`config.mk`:
```
export PLATFORM = sky130hd
export DESIGN_NAME = alu_result_writeback_flat
export DESIGN_NICKNAME = d
export VERILOG_FILES = /design/src/rtl/alu_result_writeback_if.sv /design/src/rtl/alu_result_writeback.sv /design/src/flat_wrapper.sv
export SDC_FILE = /design/constraint.sdc
export NUM_CORES = 1
export LEC_CHECK = 0
export ABC_CLOCK_PERIOD_IN_PS = 4800
export CORE_ASPECT_RATIO = 1.25
export CORE_MARGIN = 3
export CORE_UTILIZATION = 64
export CTS_CLUSTER_SIZE = 8
export DETAILED_ROUTE_END_ITERATION = 7
export DONT_BUFFER_PORTS = 1
export PLACE_DENSITY = 0.88
export SLEW_MARGIN = 20
export SYNTH_ARGS = -nofsm -noshare
export SYNTH_HDL_FRONTEND = slang
export SYNTH_SLANG_ARGS = --single-unit
export TNS_END_PERCENT = 1
```
`constraint.sdc`:
```
create_clock -name clk -period 4.8 [get_ports clk]
set_input_delay 0.24 -clock clk [delete_from_list [all_inputs] [get_ports clk]]
set_output_delay 0.24 -clock clk [all_outputs]
set_load 0.005 [all_outputs]
```
`src/rtl/alu_result_writeback_if.sv`:
```
// Result handshake between the combinational ALU and the writeback stage.
// The ALU side drives the master modport; the writeback stage uses slave.
interface alu_result_writeback_if #(
    parameter int unsigned WIDTH = 32,
    parameter int unsigned AW    = 3
);
    logic             in_valid;
    logic             in_ready;
    logic [AW-1:0]    in_rd;
    logic [WIDTH-1:0] in_lo;
    logic [WIDTH-1:0] in_hi;
    logic             in_dual;
    logic [3:0]       in_status;
    logic             in_status_en;

    modport master (
        output in_valid,
        output in_rd,
        output in_lo,
        output in_hi,
        output in_dual,
        output in_status,
        output in_status_en,
        input  in_ready
    );

    modport slave (
        input  in_valid,
        input  in_rd,
        input  in_lo,
        input  in_hi,
        input  in_dual,
        input  in_status,
        input  in_status_en,
        output in_ready
    );
endinterface

```
`src/rtl/alu_result_writeback.sv`:
```
// ALU result writeback: commits results to a register file (reg 0 hardwired
// to zero) and a status register. Dual-result operations write lo on accept
// and hi on the following edge. Read ports bypass the write in flight.
module alu_result_writeback #(
    parameter int unsigned WIDTH = 32,
    parameter int unsigned AW    = 3,
    parameter int unsigned CNTW  = 16
) (
    input  logic                 clk,
    input  logic                 rst_n,
    alu_result_writeback_if.slave in_bus,
    input  logic [AW-1:0]        rd_addr1,
    input  logic [AW-1:0]        rd_addr2,
    output logic [WIDTH-1:0]     rd_data1,
    output logic [WIDTH-1:0]     rd_data2,
    output logic [3:0]           status_q,
    output logic                 busy,
    output logic [CNTW-1:0]      retire_cnt
);

    localparam int unsigned NREGS = 1 << AW;

    typedef enum logic {
        IDLE   = 1'b0,
        SECOND = 1'b1
    } state_t;

    state_t           state;
    logic [WIDTH-1:0] regs [NREGS];
    logic [WIDTH-1:0] hold_data;
    logic [AW-1:0]    hold_addr;

    logic             accept;
    logic             wr_en;
    logic [AW-1:0]    wr_addr;
    logic [WIDTH-1:0] wr_data;

    // Ready is gated by rst_n so it reads 0 throughout reset.
    assign in_bus.in_ready = rst_n && (state == IDLE);
    assign accept          = in_bus.in_valid && in_bus.in_ready;

    // Select the single write port source: pending hi word in SECOND, else the accepted lo word.
    always_comb begin
        wr_en   = 1'b0;
        wr_addr = '0;
        wr_data = '0;
        if (state == SECOND) begin
            wr_en   = 1'b1;
            wr_addr = hold_addr;
            wr_data = hold_data;
        end else if (accept) begin
            wr_en   = 1'b1;
            wr_addr = in_bus.in_rd;
            wr_data = in_bus.in_lo;
        end
    end

    // Read ports: zero register first, then same-cycle write bypass, then stored contents.
    always_comb begin
        rd_data1 = regs[rd_addr1];
        rd_data2 = regs[rd_addr2];
        if (rd_addr1 == '0) begin
            rd_data1 = '0;
        end else if (wr_en && (rd_addr1 == wr_addr)) begin
            rd_data1 = wr_data;
        end
        if (rd_addr2 == '0) begin
            rd_data2 = '0;
        end else if (wr_en && (rd_addr2 == wr_addr)) begin
            rd_data2 = wr_data;
        end
    end

    // Sequencer, register file, flags and retire counter.
    always_ff @(posedge clk or negedge rst_n) begin
        if (!rst_n) begin
            state      <= IDLE;
            busy       <= 1'b0;
            hold_data  <= '0;
            hold_addr  <= '0;
            status_q   <= '0;
            retire_cnt <= '0;
            for (int unsigned i = 0; i < NREGS; i++) begin
                regs[i] <= '0;
            end
        end else begin
            // Writes to register 0 are dropped, which also covers the wrapped hi write.
            if (wr_en && (wr_addr != '0)) begin
                regs[wr_addr] <= wr_data;
            end

            case (state)
                IDLE: begin
                    if (accept) begin
                        if (in_bus.in_status_en) begin
                            status_q <= in_bus.in_status;
                        end
                        if (in_bus.in_dual) begin
                            hold_data <= in_bus.in_hi;
                            hold_addr <= in_bus.in_rd + AW'(1);
                            state     <= SECOND;
                            busy      <= 1'b1;
                        end else begin
                            retire_cnt <= retire_cnt + CNTW'(1);
                        end
                    end
                end
                SECOND: begin
                    retire_cnt <= retire_cnt + CNTW'(1);
                    state      <= IDLE;
                    busy       <= 1'b0;
                end
                default: begin
                    state <= IDLE;
                    busy  <= 1'b0;
                end
            endcase
        end
    end

endmodule

```
`src/flat_wrapper.sv`:
```
// flat-port wrapper written by rule: the top's interface ports become plain ports
module alu_result_writeback_flat 
#(
    parameter int unsigned WIDTH = 32,
    parameter int unsigned AW    = 3,
    parameter int unsigned CNTW  = 16
)
  (clk, rst_n, rd_addr1, rd_addr2, rd_data1, rd_data2, status_q, busy, retire_cnt, in_bus_in_valid, in_bus_in_rd, in_bus_in_lo, in_bus_in_hi, in_bus_in_dual, in_bus_in_status, in_bus_in_status_en, in_bus_in_ready);
  alu_result_writeback_if #(.WIDTH(WIDTH), .AW(AW)) in_bus_i ();
  input  logic clk;
  input  logic rst_n;
  input  logic [AW-1:0] rd_addr1;
  input  logic [AW-1:0] rd_addr2;
  output logic [WIDTH-1:0] rd_data1;
  output logic [WIDTH-1:0] rd_data2;
  output logic [3:0] status_q;
  output logic busy;
  output logic [CNTW-1:0] retire_cnt;
  input wire logic [$bits(in_bus_i.in_valid)-1:0] in_bus_in_valid;
  input wire logic [$bits(in_bus_i.in_rd)-1:0] in_bus_in_rd;
  input wire logic [$bits(in_bus_i.in_lo)-1:0] in_bus_in_lo;
  input wire logic [$bits(in_bus_i.in_hi)-1:0] in_bus_in_hi;
  input wire logic [$bits(in_bus_i.in_dual)-1:0] in_bus_in_dual;
  input wire logic [$bits(in_bus_i.in_status)-1:0] in_bus_in_status;
  input wire logic [$bits(in_bus_i.in_status_en)-1:0] in_bus_in_status_en;
  output wire logic [$bits(in_bus_i.in_ready)-1:0] in_bus_in_ready;
  assign in_bus_i.in_valid = in_bus_in_valid;
  assign in_bus_i.in_rd = in_bus_in_rd;
  assign in_bus_i.in_lo = in_bus_in_lo;
  assign in_bus_i.in_hi = in_bus_in_hi;
  assign in_bus_i.in_dual = in_bus_in_dual;
  assign in_bus_i.in_status = in_bus_in_status;
  assign in_bus_i.in_status_en = in_bus_in_status_en;
  assign in_bus_in_ready = in_bus_i.in_ready;
  alu_result_writeback #(.WIDTH(WIDTH), .AW(AW), .CNTW(CNTW)) u_core (.clk(clk), .rst_n(rst_n), .in_bus(in_bus_i), .rd_addr1(rd_addr1), .rd_addr2(rd_addr2), .rd_data1(rd_data1), .rd_data2(rd_data2), .status_q(status_q), .busy(busy), .retire_cnt(retire_cnt));
endmodule
```
# Word-level counts from Yosys, hierarchy flattened
# Cells that the tools add are included.
# word_totals
regBits	313
wordCells	70
# op_classes
addsub	2
order_cmp	4
eq_ne	5
mux	28
n_bitwise	4
n_reduce_logical	13
# ops
op	count
$mux W32	11
$bwmux W256	1
$bmux W32 S3	2
$demux W32 S3	1
$mux W16	2
$pmux W16 S2	1
$add A16 B1 Y16 const B	1
$ge A4 B4 Y1 const B	3
$not A3 Y4	3
$eq A3 B3 Y1	2
$logic_and A1 B1 Y1	6
$logic_not A3 Y1	2
$mux W1	6
$mux W3	2
$reduce_and A3 Y1	2
$lt A4 B1 Y1 const B	1
$ne A2 B2 Y1 const B	2
$pmux W1 S2	2
$reduce_and A2 Y1	2
$add A3 B1 Y3 const B	1
$reduce_bool A3 Y1	1
$ne A2 B1 Y1 const B	1
$not A1 Y1	1

# Logic depth before layout (Yosys ltp)
# Gate-level depths: netlist (run 1).
# depth
word_depth	11
ltp_mapped	8

# Worst setup path before layout (run 1)
# Ideal clock, no wire load.
# synth_path
path_kind	reg2out
startpoint	register u_core.state
endpoint	output rd_data2[2]
t_arrival_ns	1.863
required_time_ns	4.560
path_slack_ns	2.697
stages_incl_launch_ff	8
path_cell_list	dfrtp_1 -> buf_6 -> a21oi_1 -> nor3_4 -> and2_1 -> buf_4 -> buf_6 -> a211oi_1
# synth_via
elab_chain_len	9
elab_cells_between_ends	13
cone_classes	1 x eq/ne; 8 x mux; 1 x bitwise; 3 x reduce/logical
# synth_lines
element	line_no	text
start, declared	alu_result_writeback.sv:28	state_t state;
start signal, assigned	alu_result_writeback.sv:77	state <= IDLE;
start signal, assigned	alu_result_writeback.sv:101	state <= SECOND;
start signal, assigned	alu_result_writeback.sv:110	state <= IDLE;
$not A1 Y1	alu_result_writeback.sv:39	assign in_bus.in_ready = rst_n && (state == IDLE);
$logic_and A1 B1 Y1	alu_result_writeback.sv:39	
$logic_and A1 B1 Y1	alu_result_writeback.sv:40	assign accept = in_bus.in_valid && in_bus.in_ready;
$mux W3	alu_result_writeback.sv:51	end else if (accept) begin
$mux W3	alu_result_writeback.sv:47	if (state == SECOND) begin
$eq A3 B3 Y1	alu_result_writeback.sv:69	end else if (wr_en && (rd_addr2 == wr_addr)) begin
$logic_and A1 B1 Y1	alu_result_writeback.sv:69	
$mux W32 (*)	alu_result_writeback.sv:69	
$mux W32 (*)	alu_result_writeback.sv:67	if (rd_addr2 == '0) begin
end, declared	flat_wrapper.sv:15	output logic [WIDTH-1:0] rd_data2;
# Mark *: on every way between the ends. The rest lies on a longest branch, timed or not.

# Final worst setup path (run 1)
# layout_path
startpoint	register u_core.state
endpoint	output rd_data1[19]
# layout_via
elab_chain_len	9
elab_cells_between_ends	13
cone_classes	1 x eq/ne; 8 x mux; 1 x bitwise; 3 x reduce/logical
# layout_lines
element	line_no	text
$not A1 Y1	alu_result_writeback.sv:39	
$logic_and A1 B1 Y1	alu_result_writeback.sv:39	
$logic_and A1 B1 Y1	alu_result_writeback.sv:40	
$mux W3	alu_result_writeback.sv:51	
$mux W3	alu_result_writeback.sv:47	
$eq A3 B3 Y1	alu_result_writeback.sv:64	end else if (wr_en && (rd_addr1 == wr_addr)) begin
$logic_and A1 B1 Y1	alu_result_writeback.sv:64	
$mux W32 (*)	alu_result_writeback.sv:64	
$mux W32 (*)	alu_result_writeback.sv:62	if (rd_addr1 == '0) begin
end, declared	flat_wrapper.sv:14	output logic [WIDTH-1:0] rd_data1;
# Marked as above.

==> impl_results.md, run 1 <==
* Max Root-Sink Buffers at 3
* Top Ports at between 150 and 200
* Clock transition at the registers of the reported paths at ~0.06 ns
* Combinational power share at 0.194
* Root buffer selected by CTS: sky130_fd_sc_hd__clkbuf_16
* Number of global-route vias before repair at roughly 13000
* Total number of clock tree sinks at around 300
* Type of origin of the critical path: register
* Largest net degree at the start of global routing at approximately 300
* DRC marker count from the first detailed-route iteration at roughly 1500
* Placed Instances at approximately 1600
* Number of distinct library cells after synthesis at 39
* Delay of the slowest critical-path stage at slightly below 0.9 ns
* Number of setup violations in the final report at 0
* Routed vias at ~12000
* Relative max-transition margin at 0.240
* Layout cells sized above 1 at 0.236
* Wire length of the first global-routing pass at between 70 and 80 mm
* Path category of the worst min-delay check: in -> async
* Setup repair after global routing missed its margin: false
* Floorplan Core Area at around 24000 um^2
* Final clock skew at between 0.02 and 0.03 ns
* DRT Wirelength at between 40 and 50 mm
* Area contributors post-synth: sky130_fd_sc_hd__dfrtp_1 (48%), sky130_fd_sc_hd__mux4_2 (14%), sky130_fd_sc_hd__o21ai_0 (7.7%)
* Slew of the pin with the lowest slew margin at 1.14 ns
* Overall die area at 26400 um^2
* Number of antenna violations at the first check in global routing at 0
* Fill cells at between 1500 and 2000
* Die Width at roughly 150 um
* Area delta synth->final at 9.92%
* DRC violations left at 0
* Syn Area/Cell at about 11 um^2
* Total grt overflow at 0
* Final hold vios at 298
* Area share of the largest cell type after synthesis at 0.477
* Hold_ws at -0.593 ns
* Vias per cell at 7.15
* Internal power at approximately 5.4 mW
* Leakage power at slightly above 7 nW
* Most frequent standard cell in the layout excluding fill and tap cells: sky130_fd_sc_hd__dfrtp_1
* Number of cells in the finished layout apart from fillers at approximately 1700
* Worst voltage drop across the vdd grid at approximately 0.3 mV
* Starting density of the core at 0.655
* HPWL after detailed placement at 27.0 mm
* Count of warnings emitted by yosys at 0
* Overall Global Routing Usage at 0.346
* CTS tree: yes
* Worst setup path category: reg -> out
* Part of the power in registers at 0.456
* Number of buffers inserted by port buffering at 0
* Switching Share at 0.289
* Number of synthesized register bits at between 200 and 300
* Number of max-cap violations at 0
* Net switching component of the power at about 2.2 mW
* Shortest clock period the worst path allows after layout at around 4.3 ns
* Number of iterations in the first detailed-routing pass at 6
* Maximum fanout along the worst path at 27
* Hold-fix buffers at CTS at 39
* CP cell instances: buf_4 > nand2_1 > o21ai_2 > xnor2_2 > and2_1 > buf_4 > a22oi_1
* Violations in the final reports: hold timing
* Number of antenna-violating nets in the routed design at 0
* Clock buffers created by TritonCTS at 43
* Die outline height at between 150 and 200 um
* Critical Path Sink Type: output pin
* Cell occurring most often along the worst timing path: sky130_fd_sc_hd__buf_4
* Std-Cell Rows at 63
* Final worst path period share at 0.900
* Largest area contributor in the synthesized netlist: sky130_fd_sc_hd__dfrtp_1
* H-tree levels at 2
* Critical path data required time at 4.56 ns
* Commonest cells after routing, fill and taps aside: sky130_fd_sc_hd__dfrtp_1 (297), sky130_fd_sc_hd__o21ai_0 (241), sky130_fd_sc_hd__nand2_1 (236)
* Nets in the synthesized netlist at between 1000 and 1500
* Count of mapped cells out of synthesis at 1395
* Routed wire per std cell at roughly 27 um
* Final layout net count at between 1000 and 1500
* Data arrival time at the worst-slack endpoint at approximately 4.1 ns
* Cell with the largest stage delay on the worst path: sky130_fd_sc_hd__xnor2_2
* Achievable clock frequency at 0.232 GHz
* Routability congestion estimate at 0.851
* Run status: finished, violations left
* Power density over the cells at between 400 and 500 nW/um^2
* Clk network pwr share at 0.349
* Final total power at around 7.6 mW
* Total negative slack for setup checks at 0 ns
* Max Transition Viols Final at 0
* Total setup buffers inserted after CTS at 0
* N_diodes at 0
* Fraction of the yosys area taken by sequential cells at 0.477
* Mapped cell area at 15600 um^2
* Clock latency on the worst-skew pair at 0.54 ns
## path summary, 6_finish.rpt
path                                                    from                              end  slack (ns)  cells after the start
worst max-delay path                  u_core.state$_DFF_PN0_                     rd_data1[19]        0.48                      7
min in group clk                             in_bus_in_lo[3]      u_core.regs[67]$_DFFE_PN0P_        0.01                      2
worst min-delay path                                   rst_n  u_core.hold_data[6]$_DFFE_PN0P_       -0.59                      0
worst min register to register  u_core.regs[238]$_DFFE_PN0P_     u_core.regs[238]$_DFFE_PN0P_        0.40                      0
worst max register to register        u_core.state$_DFF_PN0_     u_core.regs[190]$_DFFE_PN0P_        1.62                      7
max in group asynchronous                              rst_n     u_core.regs[237]$_DFFE_PN0P_        4.97                      0
## through the flow
stage                     utilization  cell area (um^2)  setup WS, ns  hold WS (ns)
final                           0.720             17200         0.481        -0.593
after global routing            0.720             17200         0.242        -0.615
after CTS                       0.720             17200         0.566        -0.593
after detailed placement        0.656             15700          1.15       -0.0413
after global placement          0.656             15700          1.28       -0.0408
after floorplan                     -             15600          2.70       -0.0556
## synth_stat cells (all sizes together)
cell type / number
and4: 2
o21ai: 242
and3b: 1
o311ai: 2
buf: 38
a221o: 14
xor2: 2
o22ai: 1
o2111a: 1
a22oi: 53
and2: 3
nand2: 242
mux2i: 27
nor2b: 5
nand4: 4
or2: 25
dfrtp: 298
a211oi: 35
nand3: 4
a21oi: 52
a21o: 1
clkbuf: 92
xnor2: 20
mux4: 98
nor3: 4
nor2: 21
o211a: 1
inv: 4
mux2: 101
ha: 2
## state kept, by name, summed over array words and instances, names as in the netlist
signal and flops:
u_core.regs 241, u_core.hold_data 32, u_core.retire_cnt 16, u_core.status_q 4, u_core.hold_addr 3, u_core.busy 1
u_core.state 1
## metal layers
metal	part of all wire	track usage	wire, um	vias up
li1	-	-	-	5010
met1	0.33	0.408	15300	6065
met2	0.51	0.576	23100	827
met3	0.092	0.0808	4200	222
met4	0.067	0.214	3060	0
met5	0	0	0	-
## what timing repair did
item | 4_1_cts | 5_1_grt
resized for setup | 0 | 0
endpoints found under the hold margin | 337 | 298
endpoints found under the setup margin | 0 | 0
## power groups by stage
stage,clock (mW),combinational (mW),sequential (mW)
finish,2.66,1.48,3.48
global route,2.78,1.62,3.52
CTS,2.66,1.47,3.45
detailed placement,0,1.41,3.47
global placement,0,1.34,3.41
floorplan,0,1.18,3.34
## cell type report
type                    count  area (um^2)  share of cell area
flip-flops and latches    298         7460               0.434
repair buffers             57          526              0.0306
multi-input cells         963         7640               0.445
clock inverters             3         33.8             0.00197
inverters                   4         15.0            0.000874
well taps                 325          407              0.0237
clock buffers              45         1100              0.0643
## cells by family after synthesis
| family | share of synthesized area |
|---|---|
| AO/OA/AOI/OAI | 0.155 |
| multiplexers | 0.233 |
| adder cells (fa/ha/maj) | 0.00160 |
| buffers and inverters | 0.0374 |
| AND/OR/NAND/NOR | 0.0836 |
| flip-flops | 0.477 |
| XOR/XNOR | 0.0123 |
## critical path, delay by kind of cell (launching register included)
kind / cells / cell delay (ns)
AOI/OAI and AO/OA: 2 / 0.35
DFF: 1 / 0.65
xor gates and xnor gates: 1 / 0.89
buffers and inverters: 2 / 0.79
and+or+nand+nor: 2 / 0.83
Note: power is estimated with default switching activity, not from simulation.
==> run 2: changes to the inputs <==
--- a/config.mk
+++ b/config.mk
@@ -6,13 +6,13 @@
 export NUM_CORES = 1
 export LEC_CHECK = 0
 export ABC_CLOCK_PERIOD_IN_PS = 4800
+export BUFFER_PORTS_ARGS = -buffer_cell sky130_fd_sc_hd__buf_4
 export CORE_ASPECT_RATIO = 1.25
 export CORE_MARGIN = 3
 export CORE_UTILIZATION = 64
 export CTS_CLUSTER_SIZE = 8
 export DETAILED_ROUTE_END_ITERATION = 7
-export DONT_BUFFER_PORTS = 1
-export PLACE_DENSITY = 0.88
+export PLACE_DENSITY = 0.94
 export SLEW_MARGIN = 20
 export SYNTH_ARGS = -nofsm -noshare
 export SYNTH_HDL_FRONTEND = slang
==> run 2 against run 1 <==
The run ends with DRC left. Global-route usage is 5.1 points higher. Die area stayed put. Critical endpoint is now rd_data1[8]. Setup slack better by 0.18 ns. Sequential share of layout area is 3.0 points lower. Final cell count is 10% higher. Via count is 14% higher. Cell area is 7.5% higher. Hold slack better by 0.69 ns. Utilization is 5.4 points higher.
==> impl_results.md, run 2 (synthesis gave the netlist of run 1 again) <==
* Run status: finished, violations left
* Violations in the final reports: DRC
* Worst slack at placement at 1.33 ns
* Final Util at 0.773
* Final total power at 8.15 mW
* Biggest registers after layout: u_core.regs x241, u_core.hold_data x32, u_core.retire_cnt x16
* Final worst-path setup slack at between 0.6 and 0.7 ns
* DRC violations left at 18
* Number of setup violations in the final report at 0
* Path category of the worst min-delay check: in -> reg
* Routed wire per std cell at ~28 um
* Slew of the pin with the lowest slew margin at between 0.9 and 1 ns
* CTS tree: yes
* Total grt overflow at 0
* Root buffer selected by CTS: sky130_fd_sc_hd__clkbuf_16
* Total negative slack for setup checks at 0 ns
* Cell with the largest stage delay on the worst path: sky130_fd_sc_hd__nor3_4
* Number of antenna-violating nets in the routed design at 0
* Commonest cells after routing, fill and taps aside: sky130_fd_sc_hd__dfrtp_1 (297), sky130_fd_sc_hd__o21ai_0 (241), sky130_fd_sc_hd__nand2_1 (236)
* Largest net degree at the start of global routing at between 150 and 200
* Die Width at around 150 um
* Routed vias at 13800
* CP cell instances: mux2i_4 > xnor2_1 > nor3_4 > and2_1 > buf_4 > a211oi_1 > buf_4
* Achievable clock frequency at around 0.24 GHz
* Cell occurring most often along the worst timing path: sky130_fd_sc_hd__buf_4
* Max Transition Viols Final at 0
* Relative max-transition margin at 0.335
* Register with the most flip-flops: u_core.regs
* Final worst path period share at 0.863
* Maximum fanout along the worst path at 20
* Delay of the slowest critical-path stage at 0.78 ns
* Setup repair after global routing missed its margin: false
* Std-Cell Rows at 63
* Layout cells sized above 1 at 0.322
* Vias per cell at 7.37
* HPWL after detailed placement at slightly below 30 mm
* Routability congestion estimate at between 0.9 and 1
* Worst setup path category: reg -> out
* Wire length of the first global-routing pass at ~80 mm
* Overall die area at about 26000 um^2
* Die outline height at 181 um
* Total number of clock tree sinks at 298
* Number of max-cap violations at 0
* Area delta synth->final at 18.2%
* Number of global-route vias before repair at about 15000
* Number of buffers inserted by port buffering at roughly 170
* DRT Wirelength at 52.3 mm
* Clock transition at the registers of the reported paths at 0.06 ns
* Top Ports at between 150 and 200
* Shortest clock period the worst path allows after layout at 4.14 ns
* Critical Path Sink Type: output pin
* Final layout net count at between 1500 and 2000
* Top delay family on crit path: simple AND/OR/NAND/NOR gates
* Number of cells in the finished layout apart from fillers at ~1900
* Final clock skew at between 0.015 and 0.02 ns
* Floorplan Core Area at roughly 24000 um^2
* Data arrival time at the worst-slack endpoint at between 3 and 4 ns
* Number of buffer and inverter instances along the worst setup path at 2
* Final hold vios at 0
* Worst voltage drop across the vdd grid at ~0.30 mV
* H-tree levels at 2
* Critical path data required time at ~4.6 ns
* Placed Instances at about 1800
* Clock buffers created by TritonCTS at 43
* Power density over the cells at 441 nW/um^2
* Overall Global Routing Usage at 0.397
* Most frequent standard cell in the layout excluding fill and tap cells: sky130_fd_sc_hd__dfrtp_1
* Number of iterations in the first detailed-routing pass at 8
* Max Root-Sink Buffers at 3
* Starting density of the core at 0.655
* Clock latency on the worst-skew pair at about 0.54 ns
* Number of antenna violations at the first check in global routing at 1
* DRC marker count from the first detailed-route iteration at approximately 2400
* Type of origin of the critical path: register
* Flip-flop count of the largest register after layout at between 200 and 250
* Leakage power at around 8 nW
-- run 2: metal layers --
| metal | GRT usage | up-vias | routed length (um) |
|---|---|---|---|
| met3 | 0.113 | 400 | 6050 |
| li1 | - | 5375 | - |
| met2 | 0.645 | 1369 | 25200 |
| met4 | 0.290 | 0 | 4940 |
| met5 | 0 | - | 0 |
| met1 | 0.449 | 6628 | 16100 |
-- run 2: tightest hold or removal path: cells and delay by family --
kind,cells,cell delay [ns]
xor gates and xnor gates,1,0.13
buffers and inverters,1,0.10
AOI/OAI and AO/OA,1,0.09
-- run 2: worst paths after layout --
check	startpoint	endpoint	slack (ns)	cells past startpoint
worst max register to register	u_core.state$_DFF_PN0_	u_core.hold_data[1]$_DFFE_PN0P_	1.71	5
worst max-delay path	u_core.state$_DFF_PN0_	rd_data1[8]	0.66	7
min in group asynchronous	rst_n	u_core.regs[94]$_DFFE_PN0P_	0.22	2
worst min register to register	u_core.regs[235]$_DFFE_PN0P_	u_core.regs[235]$_DFFE_PN0P_	0.39	0
max in group asynchronous	rst_n	u_core.regs[225]$_DFFE_PN0P_	2.65	4
worst min-delay path	in_bus_in_rd[2]	u_core.hold_addr[2]$_DFFE_PN0P_	0.1	3
-- run 2: timing repair --
action,4_1_cts,5_1_grt
setup buffers,0,0
hold buffers,38,0
endpoints found under the hold margin,80,0
gates resized for setup,0,0
-- run 2: through the flow --
step / hold slack [ns] / instance area, um^2
2_1_floorplan: -0.0556 / 15600
3_3_place_gp: 0.168 / 17000
3_5_place_dp: 0.173 / 17000
4_1_cts: 0.0441 / 18400
5_1_grt: 0.125 / 18500
6_report: 0.0972 / 18500
-- run 2: cell type report --
class,instances,area [um^2]
Sequential cell,298,7460
Clock inverter,2,17.5
Fill cell,1306,5410
Clock buffer,44,1080
Timing Repair Buffer,231,1850
Antenna cell,1,2.50
Multi-Input combinational cell,963,7640
Tap cell,325,407
Inverter,4,15.0
-- run 2: where the power goes --
part | internal [mW] | leakage [nW] | switching, mW
Clock | 1.57 | 0.540 | 1.08
Sequential | 3.04 | 3.89 | 0.491
Combinational | 0.980 | 3.70 | 0.982
Total | 5.59 | 8.13 | 2.56
